==> config.mk <==
export PLATFORM = sky130hd
export DESIGN_NAME = logger_line_parser
export DESIGN_NICKNAME = d
export VERILOG_FILES = /design/src/rtl/logger_pkg.sv /design/src/rtl/ascii_hex_decode.sv /design/src/rtl/logger_line_parser.sv
export SDC_FILE = /design/constraint.sdc
export NUM_CORES = 1
export LEC_CHECK = 0
export CORE_UTILIZATION = 30
export DETAILED_ROUTE_END_ITERATION = 6
export PLACE_DENSITY_LB_ADDON = 0.1
export REMOVE_ABC_BUFFERS = 1
export SYNTH_ARGS = -nofsm -noshare
export SYNTH_HDL_FRONTEND = slang
export SYNTH_HIERARCHICAL = 1
export SYNTH_SLANG_ARGS = --single-unit
export TNS_END_PERCENT = 1
==> constraint.sdc <==
create_clock -name clk -period 3.85 [get_ports clk]
set_input_delay 0.5775 -clock clk [delete_from_list [all_inputs] [get_ports clk]]
set_output_delay 0.5775 -clock clk [all_outputs]
set_load 0.05 [all_outputs]
==> src/rtl/logger_pkg.sv <==
// Shared constants, field-size helpers and parser state type for the UART logger line format.
package logger_pkg;

  localparam logic [7:0] ASC_COMMA = 8'h2C;
  localparam logic [7:0] ASC_CR    = 8'h0D;
  localparam logic [7:0] ASC_LF    = 8'h0A;

  typedef enum logic [2:0] {
    S_ID,
    S_START,
    S_END,
    S_DELTA,
    S_EOL,
    S_RESYNC
  } parser_state_t;

  function automatic int unsigned id_nib(input int unsigned id_w);
    return (id_w + 3) / 4;
  endfunction

  function automatic int unsigned ts_nib(input int unsigned ts_w);
    return (ts_w + 3) / 4;
  endfunction

endpackage

==> src/rtl/ascii_hex_decode.sv <==
// Combinational ASCII hex digit decoder: accepts 0-9, A-F, a-f.
module ascii_hex_decode (
  input  logic [7:0] data,
  output logic       is_hex,
  output logic [3:0] nib
);

  always_comb begin
    is_hex = 1'b0;
    nib    = 4'h0;
    if (data >= 8'h30 && data <= 8'h39) begin
      is_hex = 1'b1;
      nib    = data[3:0];
    end else if ((data >= 8'h41 && data <= 8'h46) || (data >= 8'h61 && data <= 8'h66)) begin
      // Low nibble of 'A'/'a' is 1, so add 9 to land on 10.
      is_hex = 1'b1;
      nib    = data[3:0] + 4'd9;
    end
  end

endmodule

==> src/rtl/logger_line_parser.sv <==
// Decodes ASCII-hex CSV logger lines "ID,START,END,DELTA\r\n" back into event records.
module logger_line_parser
  import logger_pkg::*;
#(
  parameter int unsigned ID_W  = 16,
  parameter int unsigned TS_W  = 64,
  parameter int unsigned ERR_W = 16
) (
  input  logic             clk,
  input  logic             rst_n,
  input  logic             in_valid,
  output logic             in_ready,
  input  logic [7:0]       in_data,
  output logic             out_valid,
  input  logic             out_ready,
  output logic [ID_W-1:0]  out_id,
  output logic [TS_W-1:0]  out_start,
  output logic [TS_W-1:0]  out_end,
  output logic [TS_W-1:0]  out_delta,
  output logic             out_chk_ok,
  output logic             err_pulse,
  output logic [ERR_W-1:0] err_cnt
);

  localparam int unsigned ID_NIB  = id_nib(ID_W);
  localparam int unsigned TS_NIB  = ts_nib(TS_W);
  localparam int unsigned MAX_NIB = (ID_NIB > TS_NIB) ? ID_NIB : TS_NIB;
  localparam int unsigned CNT_W   = $clog2(MAX_NIB + 1);

  parser_state_t    state;
  logic [CNT_W-1:0] cnt;
  logic [ID_W-1:0]  id_f;
  logic [TS_W-1:0]  start_f, end_f, delta_f;
  logic [TS_W-1:0]  diff;

  logic             is_hex;
  logic [3:0]       nib;
  logic             is_comma, is_cr, is_lf;
  logic             take;
  logic [CNT_W-1:0] need;
  logic             full, sep_ok;
  logic             digit, adv, commit, err;

  ascii_hex_decode u_hex (
    .data   (in_data),
    .is_hex (is_hex),
    .nib    (nib)
  );

  assign in_ready = ~out_valid;
  assign take     = in_valid & in_ready;
  assign is_comma = (in_data == ASC_COMMA);
  assign is_cr    = (in_data == ASC_CR);
  assign is_lf    = (in_data == ASC_LF);
  assign diff     = end_f - start_f;

  always_comb begin
    need   = (state == S_ID) ? CNT_W'(ID_NIB) : CNT_W'(TS_NIB);
    full   = (cnt == need);
    sep_ok = (state == S_DELTA) ? (is_cr | is_lf) : is_comma;
    digit  = 1'b0;
    adv    = 1'b0;
    commit = 1'b0;
    err    = 1'b0;
    if (take) begin
      case (state)
        S_ID, S_START, S_END, S_DELTA: begin
          if (is_hex && !full) begin
            digit = 1'b1;
          end else if (full && sep_ok) begin
            if (state == S_DELTA && is_lf) commit = 1'b1;
            else                           adv    = 1'b1;
          end else begin
            err = 1'b1;
          end
        end
        S_EOL: begin
          if (is_lf) commit = 1'b1;
          else       err    = 1'b1;
        end
        default: ;
      endcase
    end
  end

  always_ff @(posedge clk or negedge rst_n) begin
    if (!rst_n) begin
      state      <= S_ID;
      cnt        <= '0;
      id_f       <= '0;
      start_f    <= '0;
      end_f      <= '0;
      delta_f    <= '0;
      out_valid  <= 1'b0;
      out_id     <= '0;
      out_start  <= '0;
      out_end    <= '0;
      out_delta  <= '0;
      out_chk_ok <= 1'b0;
      err_pulse  <= 1'b0;
      err_cnt    <= '0;
    end else begin
      err_pulse <= err;
      if (err && err_cnt != '1) err_cnt <= err_cnt + 1'b1;
      if (out_valid && out_ready) out_valid <= 1'b0;

      if (digit) begin
        cnt <= cnt + 1'b1;
        case (state)
          S_ID:    id_f    <= ID_W'({id_f, nib});
          S_START: start_f <= TS_W'({start_f, nib});
          S_END:   end_f   <= TS_W'({end_f, nib});
          default: delta_f <= TS_W'({delta_f, nib});
        endcase
      end

      if (adv) begin
        cnt <= '0;
        case (state)
          S_ID:    state <= S_START;
          S_START: state <= S_END;
          S_END:   state <= S_DELTA;
          default: state <= S_EOL;
        endcase
      end

      if (commit) begin
        cnt        <= '0;
        state      <= S_ID;
        out_valid  <= 1'b1;
        out_id     <= id_f;
        out_start  <= start_f;
        out_end    <= end_f;
        out_delta  <= delta_f;
        out_chk_ok <= (delta_f == diff);
      end

      // An offending '\n' already ends the line, so no resync is needed.
      if (err) begin
        cnt   <= '0;
        state <= is_lf ? S_ID : S_RESYNC;
      end

      if (take && state == S_RESYNC && is_lf) state <= S_ID;
    end
  end

endmodule

==> run metrics, run 1 <==
overall die width=277 um; Final Power=9.66 mW; Post-DRT Antenna Nets=0; setup violators final=0; Setup Skew=about 0.013 ns; PortBufs=239; post-place setup slack=-0.0801 ns; H-tree depth=2; M3 GR Usage=2.50%; clock tree buffer depth=3; top cells by area, synth=dfrtp_1 (49%), mux2_2 (18%), ha_1 (3.8%); met2 Track Usage GR=38.3%; Synth top area share=48.8%; Clock Sinks=443; Synth Instances=between 2000 and 2500; post-synthesis adder-cell area fraction=a little under 4%; CP Launch Type=flip-flop; CP required=4.37 ns; Die Height=about 280 um; clk slew on worst S/H paths=~0.060 ns; Cell Area, Synth=22700 um2; routed vias/inst=5.01; Cell Count, Final, Fillers Out=roughly 3600; Area Growth Syn to Fin=32.2%; Iter 0 DRT Violations=898; post-synthesis compound-gate area fraction=11.5%; number of synthesized flops with an enable pin=0; maxcap violations=0; Hold Fails Final Rpt=0; syn_area_per_cell=10.9 um2; CTS buffer count=51; share of cells above drive strength 1=28.9%; crit path setup slack, layout=~0.18 ns; Synth Register Bits=443; Vias=~18000; Starting Density=30.4%; vias in the first global route=19057; Final Critical Period=about 3.7 ns; cell area power density=about 320 nW/um2; Slew Viols, Final=0; Reg-to-Reg End=out_chk_ok; num rows=100; nets=2652; Routed WL=~83000 um; Netlist cell types=86; Lkg Pwr=14.6 nW; Post-DP Area=28200 um2; Critical Path Start=start_f[0]; pin count of the biggest net entering global routing=113; run status=finished, final reports clean; maximum VDD drop=368 uV; FFs w/ async S/R, synth=100%; Clock Latency Late Sink=0.60 ns; post-synthesis simple-gate area fraction=about 11%; main combinational cell family by area after synthesis=multiplexers; Remaining DRCs=0; Data arrival, critical path=between 4 and 5 ns; drt pass-1 iters=5; Overflow after GRT=0; Post-synth top cells=dfrtp_1 (443), mux2_2 (356), nand2_1 (199); routed len/inst=23.1 um; I/O pin cnt=240; first-pass GRT wire length=around 130000 um; Synth warnings=6; final design utilization=40.2%; hpwl dp=65900 um; R2R depth=14; grt met1 use=28.1%; HP Class=reg2reg; Synth Area in XOR/XNOR=around 3.5%; WHS Path Cells=1; sequential area share after synthesis=48.8%; initial antenna violation count=0; core area=around 75000 um2; mux share of post-synthesis cell area=18.3%; Crit Path Max Fanout=6; CTS tree=yes; final instance area=between 30000 and 40000 um2; most common cell in the netlist=dfrtp_1; Achievable Freq=0.272 GHz; post-synth top area cell=dfrtp_1; worst slew pin tran=0.777 ns; part of the cycle the worst path needs=approximately 95%; Main synth FF type=dfrtp_1; Setup crit end=out_chk_ok; placed insts=3485; Worst setup EP type=flip-flop; routability congestion estimate=0.948; r2r startpoint=start_f[0]; Root Driver=clkbuf_16; R2R setup slack=roughly 0.18 ns; peak-usage layer in the global routing report=met2; gr usage total=21.6%; crit path kind=reg2reg; Rel. slew slack=48.0%; area of the die=76800 um2
-- through the flow --
step	setup TNS [ns]	hold slack, ns
4_1_cts	0	0.490
2_1_floorplan	-1445.31	0.282
5_1_grt	-0.0907	0.515
3_5_place_dp	-0.0801	0.488
3_3_place_gp	-0.00120	0.485
6_report	0	0.501
-- timing repair --
action	4_1_cts	5_1_grt
hold buffers	1	0
pin swaps	0	1
setup buffers	0	0
resized for setup	2	17
setup endpoints to repair	1	1
hold endpoints to repair	68	0
-- layout make-up --
class	count	area, um2
well taps	969	1210
multi-input cells	1463	11000
clock buffers	75	1500
diodes	1	2.50
repair buffers	517	4640
clock inverters	15	178
inverters	94	353
fillers	7358	44700
flip-flops and latches	443	11100
-- layout by cell type, fill, tap and decap left out, types with 9 or more instances in the layout --
master / netlist / routed
a211oi_1: 11 / 10
a21o_1: 13 / 13
a21oi_1: 120 / 115
a32oi_1: 9 / 9
buf_12: 0 / 12
buf_4: 0 / 265
clkbuf_1: 60 / 12
clkbuf_16: 0 / 52
clkbuf_8: 0 / 11
clkdlybuf4s50_1: 0 / 238
dfrtp_1: 443 / 443
ha_1: 69 / 69
inv_1: 94 / 94
mux2_2: 356 / 356
mux2i_1: 13 / 13
nand2_1: 199 / 198
nand2b_1: 11 / 11
nand3_1: 42 / 40
nand4_1: 45 / 45
nor2_1: 99 / 99
nor2b_1: 10 / 10
nor3_1: 31 / 31
nor4_1: 17 / 14
o211ai_1: 15 / 15
o21a_1: 16 / 16
o21ai_0: 139 / 136
o21ai_1: 9 / 12
xnor2_1: 51 / 51
xor2_1: 40 / 39
-- report_power, final --
group | internal (mW) | switching [mW]
logic | 0.0337 | 0.111
registers | 4.66 | 0.0000000000000000119
clock network | 2.89 | 1.97
-- flip-flops by register name, indices dropped and copies added, names as in the netlist --
signal,cells
end_f,64
out_id,16
err_pulse,1
out_delta,64
state,3
start_f,64
delta_f,64
out_start,64
out_chk_ok,1
err_cnt,16
id_f,16
out_valid,1
cnt,5
out_end,64
-- logic make-up after synthesis --
logic type | Yosys count
fa+ha+maj | 70
mux | 370
simple gates | 509
buf+inv | 176
xor+xnor | 91
flops | 443
compound gates | 423
-- worst max-delay path, cell delays in order, from the launching register on --
cell and delay, ns:
dfrtp_1 0.42, ha_1 0.24, fa_1 0.40, nand2b_1 0.19, a211oi_2 0.18, buf_4 0.17, o211ai_1 0.16, a211o_1 0.42
nand2_1 0.23, a211o_1 0.18, a21oi_1 0.08, xnor2_1 0.20, a2111o_1 0.43, nand4b_4 0.17, o22ai_2 0.12
-- worst min path at each step --
| stage | endpoint | slack (ns) | from |
|---|---|---|---|
| 6_report | out_start[0] | 0.50 | out_start[0] |
| 5_1_grt | out_valid | 0.51 | out_ready |
| 4_1_cts | out_valid | 0.49 | out_ready |
| 3_5_place_dp | id_f[14] | 0.49 | id_f[14] |
| 3_3_place_gp | id_f[14] | 0.49 | id_f[14] |
| 2_1_floorplan | cnt[0] | 0.28 | rst_n |
-- metal layers --
layer  share of wire (%)  vias to the layer above
met1                  45                     9029
met3                 2.8                       77
li1                    -                     8490
met4                 1.8                        0
met5                   0                        -
met2                  51                      319
Power figures use the tool's default switching activity.
==> run 2, diff against run 1 <==
--- a/config.mk
+++ b/config.mk
@@ -7,6 +7,7 @@
 export LEC_CHECK = 0
 export CORE_UTILIZATION = 30
 export DETAILED_ROUTE_END_ITERATION = 6
+export HOLD_SLACK_MARGIN = 0.06
 export PLACE_DENSITY_LB_ADDON = 0.1
 export REMOVE_ABC_BUFFERS = 1
 export SYNTH_ARGS = -nofsm -noshare
==> results of run 2 <==
Same layout as run 1: the final DEF is identical, and so are final timing and power.
